===== src/rtl/fetch_pkg.sv =====
// Shared types and defaults for the instruction fetch stage.
package fetch_pkg;

  typedef enum logic [1:0] {IDLE, WAIT, HOLD, DROP} fetch_state_t;

  localparam logic [31:0] NOP_INSTR_DEFAULT = 32'h0000_0000;
  localparam int unsigned PC_STEP_DEFAULT   = 4;

endpackage


===== src/rtl/if_id_register.sv =====
// IF/ID pipeline register: flush beats stall; an idle unstalled cycle writes a bubble.
module if_id_register
  import fetch_pkg::*;
#(
  parameter int unsigned     AW        = 32,
  parameter int unsigned     IW        = 32,
  parameter logic [IW-1:0]   NOP_INSTR = IW'(NOP_INSTR_DEFAULT)
) (
  input  logic          clk,
  input  logic          rst,
  input  logic          stall,
  input  logic          flush,
  input  logic          wr_en,
  input  logic [IW-1:0] wr_instr,
  input  logic [AW-1:0] wr_pc,
  input  logic [AW-1:0] wr_pc_plus,
  output logic [IW-1:0] instr,
  output logic [AW-1:0] pc,
  output logic [AW-1:0] pc_plus,
  output logic          valid
);

  always_ff @(posedge clk) begin
    if (rst) begin
      instr   <= NOP_INSTR;
      pc      <= '0;
      pc_plus <= '0;
      valid   <= 1'b0;
    end else if (flush) begin
      instr <= NOP_INSTR;
      valid <= 1'b0;
    end else if (!stall) begin
      if (wr_en) begin
        instr   <= wr_instr;
        pc      <= wr_pc;
        pc_plus <= wr_pc_plus;
        valid   <= 1'b1;
      end else begin
        instr <= NOP_INSTR;
        valid <= 1'b0;
      end
    end
  end

endmodule


===== src/rtl/fetch_unit.sv =====
// Instruction fetch stage: single-outstanding imem requests feeding the IF/ID register,
// with hazard stall/flush and execute-stage redirects.
module fetch_unit
  import fetch_pkg::*;
#(
  parameter int unsigned   AW        = 32,
  parameter int unsigned   IW        = 32,
  parameter int unsigned   PC_STEP   = PC_STEP_DEFAULT,
  parameter logic [AW-1:0] RESET_PC  = '0,
  parameter logic [IW-1:0] NOP_INSTR = IW'(NOP_INSTR_DEFAULT)
) (
  input  logic          clk,
  input  logic          rst,
  input  logic          StallF,
  input  logic          StallD,
  input  logic          FlushD,
  input  logic          BranchTakenE,
  input  logic [AW-1:0] BranchTargetE,
  output logic          imem_req,
  output logic [AW-1:0] imem_addr,
  input  logic          imem_gnt,
  input  logic          imem_rvalid,
  input  logic [IW-1:0] imem_rdata,
  output logic [IW-1:0] InstrD,
  output logic [AW-1:0] PCD,
  output logic [AW-1:0] PCPlusD,
  output logic          ValidD,
  output logic          FetchBusy
);

  fetch_state_t  state_q;
  logic [AW-1:0] pcf_q;
  logic [IW-1:0] hold_q;
  logic [AW-1:0] pcf_plus;
  logic          deliver_fresh, deliver_held, wr_en;
  logic [IW-1:0] wr_instr;

  assign pcf_plus = pcf_q + AW'(PC_STEP);

  always_comb begin
    imem_req      = (state_q == IDLE) && !StallF && !BranchTakenE && !rst;
    imem_addr     = pcf_q;
    FetchBusy     = (state_q == WAIT) || (state_q == DROP);
    // A redirect cycle never writes IF/ID from fetch.
    deliver_fresh = (state_q == WAIT) && imem_rvalid && !StallD && !BranchTakenE;
    deliver_held  = (state_q == HOLD) && !StallD && !BranchTakenE;
    wr_en         = deliver_fresh || deliver_held;
    wr_instr      = deliver_held ? hold_q : imem_rdata;
  end

  always_ff @(posedge clk) begin
    if (rst) begin
      state_q <= IDLE;
      pcf_q   <= RESET_PC;
      hold_q  <= NOP_INSTR;
    end else if (BranchTakenE) begin
      pcf_q <= BranchTargetE;
      unique case (state_q)
        IDLE, HOLD: state_q <= IDLE;
        WAIT:       state_q <= imem_rvalid ? IDLE : DROP;
        DROP:       state_q <= DROP;
      endcase
    end else begin
      unique case (state_q)
        IDLE: if (imem_req && imem_gnt) state_q <= WAIT;
        WAIT: begin
          if (imem_rvalid) begin
            if (StallD) begin
              hold_q  <= imem_rdata;
              state_q <= HOLD;
            end else begin
              pcf_q   <= pcf_plus;
              state_q <= IDLE;
            end
          end
        end
        HOLD: begin
          if (!StallD) begin
            pcf_q   <= pcf_plus;
            state_q <= IDLE;
          end
        end
        DROP: if (imem_rvalid) state_q <= IDLE;
      endcase
    end
  end

  if_id_register #(
    .AW        (AW),
    .IW        (IW),
    .NOP_INSTR (NOP_INSTR)
  ) u_if_id (
    .clk        (clk),
    .rst        (rst),
    .stall      (StallD),
    .flush      (FlushD),
    .wr_en      (wr_en),
    .wr_instr   (wr_instr),
    .wr_pc      (pcf_q),
    .wr_pc_plus (pcf_plus),
    .instr      (InstrD),
    .pc         (PCD),
    .pc_plus    (PCPlusD),
    .valid      (ValidD)
  );

endmodule


===== config.mk =====
export PLATFORM = sky130hd
export DESIGN_NAME = fetch_unit
export DESIGN_NICKNAME = d
export VERILOG_FILES = /design/src/rtl/fetch_pkg.sv /design/src/rtl/if_id_register.sv /design/src/rtl/fetch_unit.sv
export SDC_FILE = /design/constraint.sdc
export NUM_CORES = 1
export LEC_CHECK = 0
export CAP_MARGIN = 20
export CORE_ASPECT_RATIO = 0.9
export CORE_UTILIZATION = 45
export DETAILED_ROUTE_END_ITERATION = 10
export HOLD_SLACK_MARGIN = 0.12
export PLACE_DENSITY = 0.85
export SYNTH_ARGS = -nofsm -noshare
export SYNTH_HDL_FRONTEND = slang
export SYNTH_SLANG_ARGS = --single-unit

===== constraint.sdc =====
create_clock -name clk -period 2.4 [get_ports clk]
set_clock_uncertainty 0.2 [all_clocks]
set_input_delay 0.48 -clock clk [delete_from_list [all_inputs] [get_ports clk]]
set_output_delay 0.48 -clock clk [all_outputs]
set_load 0.005 [all_outputs]

==> Word level (Yosys, flattened, before mapping) <==
Cells that the tools add are included.
{ "word_totals": {"ff_bits": 163, "wordCells": 57} }
{ "classes": {"reduce_logical": 23, "bitwise": 3, "n_addsub": 1, "n_mux": 16, "eq_ne": 7} }
{ "ops": {"columns": ["op", "count"], "rows": [
  ["32-bit two-way mux", 5],
  ["32-bit one-hot mux with 2 select lines", 1],
  ["32-bit by 3-bit adder with 32-bit output, second input constant", 1],
  ["2-bit two-way mux", 7],
  ["1-bit logical AND", 9],
  ["3-bit inequality test, second input constant", 3],
  ["2-bit one-hot mux with 4 select lines", 1],
  ["4-bit AND reduction", 2],
  ["2-bit one-hot mux with 3 select lines", 1],
  ["2-bit == test, second input constant", 2],
  ["1-bit zero test", 4],
  ["2-bit OR reduction", 2],
  ["3-bit by 2-bit inequality test with 1-bit output, second input constant", 1],
  ["1-bit NOT", 3],
  ["3-bit AND reduction", 1],
  ["3-bit nonzero test", 1],
  ["2-bit by 1-bit == test with 1-bit output, second input constant", 1],
  ["2-bit zero test", 1],
  ["1-bit logical OR", 2],
  ["2-bit AND reduction", 1],
  ["1-bit two-way mux", 1]
]} }

==> Depth between registers and ports, before layout <==
Gate-level depths: netlist (run 1).
{ "logic_depth": {"depth_word": 8, "ltp_mapped": 8} }

==> Modules after synthesis <==
From an unflattened synthesis (run 1), not the netlist that was laid out.
{ "hier_totals": {"hier_cells": 917, "area_unflattened_um2": 8162.8} }
{ "modules_own_cells": {"columns": ["mod", "seq_area_each_um2", "cells_per_inst", "area_each_um2", "instances"], "rows": [
  ["if_id_register", 1941.9, 425, 4212.8, 1],
  ["fetch_unit", 1321.3, 492, 3950.0, 1]
]} }

==> Worst setup path before layout (run 1) <==
Ideal clock, no wire load.
{ "synth_path": {"kind": "register -> register", "start": "register pcf_q[3] (netlist: imem_addr[3])", "end": "register pcf_q[22] (netlist: imem_addr[22])", "arrival_time_ps": 1796, "period_less_slack_ps": 2082, "required_time_ps": 2114, "slack_ps": 318, "path_stages_with_launch": 7, "cell_sequence": "dfxtp_1 > ha_1 > nand4_2 > nor4_4 > nand4bb_1 > xor2_1 > a211oi_1"} }
{ "synth_via": {"elab_chain_cells": 5} }
{ "synth_rtl": {"columns": ["element", "line", "text"], "rows": [
  ["from (decl)", "fetch_unit.sv:32", "logic [AW-1:0] pcf_q;"],
  ["from (signal assigned)", "fetch_unit.sv:57", "pcf_q <= BranchTargetE;"],
  ["from (signal assigned)", "fetch_unit.sv:72", "pcf_q <= pcf_plus;"],
  ["from (signal assigned)", "fetch_unit.sv:79", "pcf_q <= pcf_plus;"],
  ["32-bit by 3-bit adder with 32-bit output (*)", "fetch_unit.sv:38", "assign pcf_plus = pcf_q + AW'(PC_STEP);"],
  ["32-bit two-way mux (*)", "fetch_unit.sv:68, fetch_unit.sv:78", null],
  ["32-bit two-way mux", "fetch_unit.sv:67", "if (imem_rvalid) begin"],
  ["32-bit one-hot mux with 2 select lines (*)", "fetch_unit.sv:64", "unique case (state_q)"],
  ["32-bit two-way mux (*)", "fetch_unit.sv:56", "end else if (BranchTakenE) begin"]
]} }
Mark *: on every way between the ends. The rest lies on a longest branch, timed or not. The select of a mux whose other input is x is not followed.
A chain may end at the register's enable or synchronous reset.

==> Worst setup path after layout (run 1) <==
{ "layout_path": {"start": "register pcf_q[10] (netlist: imem_addr[10])", "end": "output imem_addr[10]"} }
{ "layout_rtl": {"columns": ["element", "line", "text"], "rows": [
  ["to (decl)", "fetch_unit.sv:20", "output logic [AW-1:0] imem_addr,"]
]} }
No word-level cell between the ends.

==> results.py, run 1 <==
metrics = {
    "outcome": {
        "status": "complete, no violations",
    },
    "placement": {
        "hpwlAfterDp_um": 14440,
        "gp_congestion": 0.8728,
        "io_buffer_count": 202,
    },
    "routing": {
        "viasPerCell": 5.404,
        "drc": 0,
        "vias": 6847,
        "dr.first_iter.drc_count": 450,
        "drt_wl_total_um": 20810,
        "first_pass_iters": 4,
        "antenna_left": 0,
        "wl_per_cell_um": 16.43,
    },
    "synth": {
        "syn_area_per_cell_um2": 8.558,
        "yosys_warnings": 0,
        "syn-cell-area_um2": 7308,
        "ys.flop_type": "dfxtp_1",
        "synth_top_area_cell": "dfxtp_1",
        "yosysSeqAreaShare_pct": 44.10,
        "async_flop_share_pct": 0,
        "synth.area.top_cells": "dfxtp_1 44%, nand2_1 8.2%, a21oi_1 5.5%, nor2_1 4.9%, mux2i_1 4.7%",
        "syn_inst": 854,
        "yosysMostFrequentCell": "dfxtp_1",
        "yosysTopAreaCellShare_pct": 44.10,
        "synth_edf_count": 0,
        "yosysUniqueCellTypes": 55,
        "syn_nets": 927,
        "ys_ff_latch": 161,
        "synth_common_cells": "161 x dfxtp_1, 159 x nand2_1, 96 x nor2_1",
    },
    "timing": {
        "rsz0062_at_grt": "no",
        "fmax_mhz": 435.1,
        "fin_crit_sh_pct": 95.77,
        "drv_slew": 0,
        "maxSlewHeadroom_pct": 60.41,
        "finalHoldViolCount": 0,
        "finalSetupViolCount": 0,
        "fin_crit_ps": 2299,
        "setup_tns_ps": 0,
        "worst_slew_pin_slew_ps": 593.8,
    },
    "die": {
        "core_area_um2": 15660,
        "die_w_um": 136.3,
        "start_util_pct": 46.68,
        "rows": 43,
        "ios": 203,
        "die_h_um": 122.9,
        "die_area_um2": 16760,
    },
    "clock_tree": {
        "cts_hold_buf": 0,
        "cts_buffer_depth": 2,
        "clkSinkCount": 161,
        "clockRootBuffer": "clkbuf_16",
        "numCtsBuffers": 17,
        "cts_tree": "yes",
        "clk_pin_slew_ps": 70,
        "htreeDepth": 4,
        "clk_latency_ps": 420,
    },
    "layout": {
        "postLayoutCoreUtil_pct": 65.91,
        "drive_gt1_share_pct": 11.46,
        "fin_nets": 1125,
        "area_delta_synth_final_pct": 41.19,
        "diodes": 0,
    },
    "critical_path": {
        "arrival_ps": 1620,
        "path_cells": "buf_4, clkdlybuf4s50_1",
        "crit_type": "flip-flop to output port",
        "startpoint_type": "flip-flop",
        "path_max_fanout": 6,
        "end_kind": "output port",
        "crit_path_top_delay_cell": "clkdlybuf4s50_1",
        "worstPathRequired_ps": 1720,
        "slowest_delay_ps": 550,
    },
    "global_routing": {
        "grtUsageTotal_pct": 25.31,
        "antenna_found_initial": 0,
        "grt_pass1_wl_um": 32770,
        "overflow": 0,
        "grt_max_degree": 52,
        "grt_pass1_vias": 6416,
    },
    "run": {
        "drv_cap": 0,
    },
    "power": {
        "p_per_area_nw_per_um2": 612.8,
        "total_power_w": 0.006323,
        "ir_drop_v": 0.0005350,
        "leakage_nw": 3.557,
    },
    "hold_path": {
        "hold_class": "input pin to flip-flop",
    },
}
## report_power, final
group / total, W / switching (W) / internal, W
clock: 0.00271 / 0.00114 / 0.00158
combinational: 0.000803 / 0.000374 / 0.000429
sequential: 0.00281 / 0.0000642 / 0.00274
## flip-flops by register name, summed over array words and instances, names as in the netlist
register,cells
u_if_id.valid,1
state_q,2
u_if_id.pc_plus,32
u_if_id.pc,30
imem_addr,32
u_if_id.instr,32
hold_q,32
## critical path: cells and delay by family, from the launching register on
kind / cells / cell delay (ps)
buffers and inverters: 2 / 730
flip-flops: 1 / 470
## area by class of cell
cell class,instances,area [um^2]
repair buffers,261,2599
multi-input cells,605,3630
flip-flops and latches,161,3223
well taps,202,252.7
inverters,6,22.52
clock inverters,14,152.6
clock buffers,18,439.2
fillers,1231,5338
## through the flow
step                      hold WS (ps)  worst slack (ps)  instance area, um^2  cells
after floorplan                  236.0             318.5                 7308    854
after global placement           240.6            -146.5                 9704   1233
after detailed placement         245.9            -155.7                 9704   1233
after CTS                        140.1             86.50                10290   1265
after global routing             146.4             37.28                10320   1267
final                            158.3             101.5                10320   1267
## final timing paths
path	from	to	slack (ps)	cells past startpoint
max	imem_addr[10]	imem_addr[10]	100	2
min	rst	hold_q[0]	160	3
min reg2reg	hold_q[13]	hold_q[13]	250	2
max reg2reg	imem_addr[2]	imem_addr[22]	200	7
## per-layer routing
metal	GRT usage, %	part of all wire [%]	routed length, um
met2	39.44	46	9615
met3	4.961	5.7	1184
met5	0	0	0
met1	33.26	44	9133
met4	13.13	4.2	877
## kinds of logic after synthesis
logic type                 share of synthesized area (%)
and+or+nand+nor                                    21.16
adders and majority gates                         0.1712
buffers and inverters                              6.608
xor gates and xnor gates                           6.472
muxes                                              4.657
AOI/OAI and AO/OA                                  16.83
DFF                                                44.10
## placed cells by master, fill, tap and decap left out, drive strengths merged, types with 13 or more instances in the layout
cell type	count
a211oi	45
a21oi	81
a2bb2oi	32
buf	60
clkbuf	18
clkdlybuf4s50	200
dfxtp	161
mux2i	34
nand2	160
nand3	18
nand4	21
nor2	97
nor3	13
xnor2	20
xor2	34
## timing repair
action,CTS,global route
pin swaps,0,1
cloned,0,0
resized for setup,1,1
setup buffers,0,2
endpoints found under the setup margin,1,6
Note: power is estimated with default switching activity, not from simulation.
==> run 2, diff against run 1 <==
- CORE_UTILIZATION: 45 -> 48
- PLACE_DENSITY: 0.85 -> 0.89
==> results.py, run 2 (synthesis results as in run 1) <==
metrics = {
    "outcome": {
        "status": "complete, no violations",
    },
    "layout": {
        "num-fill-cells": 1087,
        "area_delta_synth_final_pct": 41.96,
        "drive_gt1_share_pct": 11.55,
        "postLayoutCoreUtil_pct": 70.26,
        "instances_no_fill": 1263,
        "layout_common_cells": "200 x clkdlybuf4s50_1, 160 x dfxtp_1, 159 x nand2_1",
        "seq_area_um2": 3224,
        "mostFrequentLayoutCell": "clkdlybuf4s50_1",
        "fin_nets": 1125,
        "diodes": 0,
        "multi_input_area_um2": 3631,
    },
    "clock_tree": {
        "cts_buffer_depth": 2,
        "htreeDepth": 4,
        "cts_tree": "yes",
        "clkSinkCount": 161,
        "numCtsBuffers": 17,
        "clk_pin_slew_ps": 60,
        "postCtsSetupBuffers": 0,
        "clockRootBuffer": "clkbuf_16",
        "clk_latency_ps": 420,
    },
    "die": {
        "die_area_um2": 15720,
        "die_w_um": 132.1,
        "rows": 42,
        "start_util_pct": 49.49,
        "core_area_um2": 14770,
        "ios": 203,
        "die_h_um": 119.1,
    },
    "routing": {
        "viasPerCell": 5.477,
        "dr.first_iter.drc_count": 435,
        "vias": 6917,
        "first_pass_iters": 6,
        "drt_wl_total_um": 20670,
        "drc": 0,
        "wl_per_cell_um": 16.36,
        "antenna_left": 0,
    },
    "power": {
        "leakage_nw": 3.568,
        "p_per_area_nw_per_um2": 635.1,
        "ir_drop_v": 0.0004991,
        "total_power_w": 0.006590,
    },
    "placement": {
        "io_buffer_count": 202,
        "hpwlAfterDp_um": 14270,
        "gp_congestion": 0.8130,
        "dp.cells": 1231,
    },
    "timing": {
        "fin_crit_sh_pct": 96.19,
        "fin_crit_ps": 2309,
        "finalHoldViolCount": 0,
        "rsz0062_at_grt": "no",
        "worst_slew_pin_slew_ps": 681.0,
        "finalSetupViolCount": 0,
        "whs_ps": 252.0,
        "drv_slew": 0,
        "maxSlewHeadroom_pct": 54.60,
        "fmax_mhz": 433.2,
    },
    "global_routing": {
        "overflow": 0,
        "grt_pass1_vias": 6696,
        "grt_pass1_wl_um": 33570,
        "grtUsageTotal_pct": 26.72,
        "antenna_found_initial": 0,
        "grt_max_degree": 50,
    },
    "critical_path": {
        "worstPathRequired_ps": 1720,
        "path_max_fanout": 2,
        "crit_type": "input pin to output port",
        "crit_start": "BranchTakenE",
        "startpoint_type": "input pin",
        "end_kind": "output port",
        "cpLargestDelayFamily": "buffers and inverters",
        "rr_startpoint": "imem_addr[2]",
        "path_cells": "clkdlybuf4s50_1, or3_1, nor3_2, dlygate4sd2_1",
        "arrival_ps": 1630,
        "crit_buf_inv": 2,
        "crit_path_top_delay_cell": "clkdlybuf4s50_1",
        "slowest_delay_ps": 410,
    },
    "run": {
        "drv_cap": 0,
    },
    "hold_path": {
        "hold_class": "flip-flop to flip-flop",
        "hold_path_startpoint": "u_if_id.pc[23]",
    },
}
[run 2: cell types whose count changed in the layout (fill, tap and decap cells not counted)]
| cell | change |
|---|---|
| bufinv_16 | +3 |
| clkinv_2 | -3 |
| clkinvlp_4 | +3 |
| clkbuf_1 | +2 |
| clkinv_4 | -2 |
| inv_6 | -2 |
| nor3_1 | -2 |
| nor3_2 | +2 |
| dfxtp_1 | -1 |
| dfxtp_2 | +1 |
| inv_8 | -1 |
| nand4_2 | +1 |
| nand4_4 | -1 |
[run 2: through the flow]
step	setup TNS (ps)	worst slack [ps]	cell area (um^2)
floorplan	0	318.5	7308
global placement	-3286	-135.2	9714
detailed placement	-8033	-225.9	9714
CTS	0	90.15	10370
global route	0	28.60	10380
finish	0	91.45	10380
[run 2: final cells by class]
cell class,instances,area share [%]
inverters,6,0.2171
repair buffers,261,25.05
multi-input cells,605,35.00
well taps,198,2.388
flip-flops and latches,161,31.08
clock buffers,20,4.305
clock inverters,12,1.966
[run 2: final timing paths]
check                         to  slack, ps  depth (start not counted)
max reg2reg  u_if_id.pc_plus[22]        110                          6
max                     imem_req         90                          4
min               u_if_id.pc[23]        250                          2
min reg2reg       u_if_id.pc[23]        250                          2
[run 2: worst register-to-register path: stages, from the launching register on]
cell      delay (ps)
dfxtp_1          330
ha_1             190
nand4_2          310
nor4_4           530
nand3b_1         180
xor2_1           180
a211oi_1         280
[run 2: metal layers]
layer | share of wire (%) | vias up | global-route usage (%)
met5 | 0 | - | 0
met4 | 4.3 | 0 | 15.55
met3 | 5.3 | 58 | 5.619
met2 | 47 | 260 | 43.92
met1 | 43 | 3272 | 32.35
li1 | - | 3327 | -
[run 2: repair_timing]
item | 4_1_cts | 5_1_grt
hold buffers | 0 | 0
endpoints found under the hold margin | 0 | 0
gates resized for setup | 2 | 2
cloned | 0 | 0
endpoints found under the setup margin | 1 | 5
[run 2: where the power goes]
group	internal (W)	leakage [nW]	total, W	switching [W]
combinational	0.000423	1.95	0.000790	0.000367
clock	0.00188	0.307	0.00299	0.00110
sequential	0.00274	1.31	0.00281	0.0000713
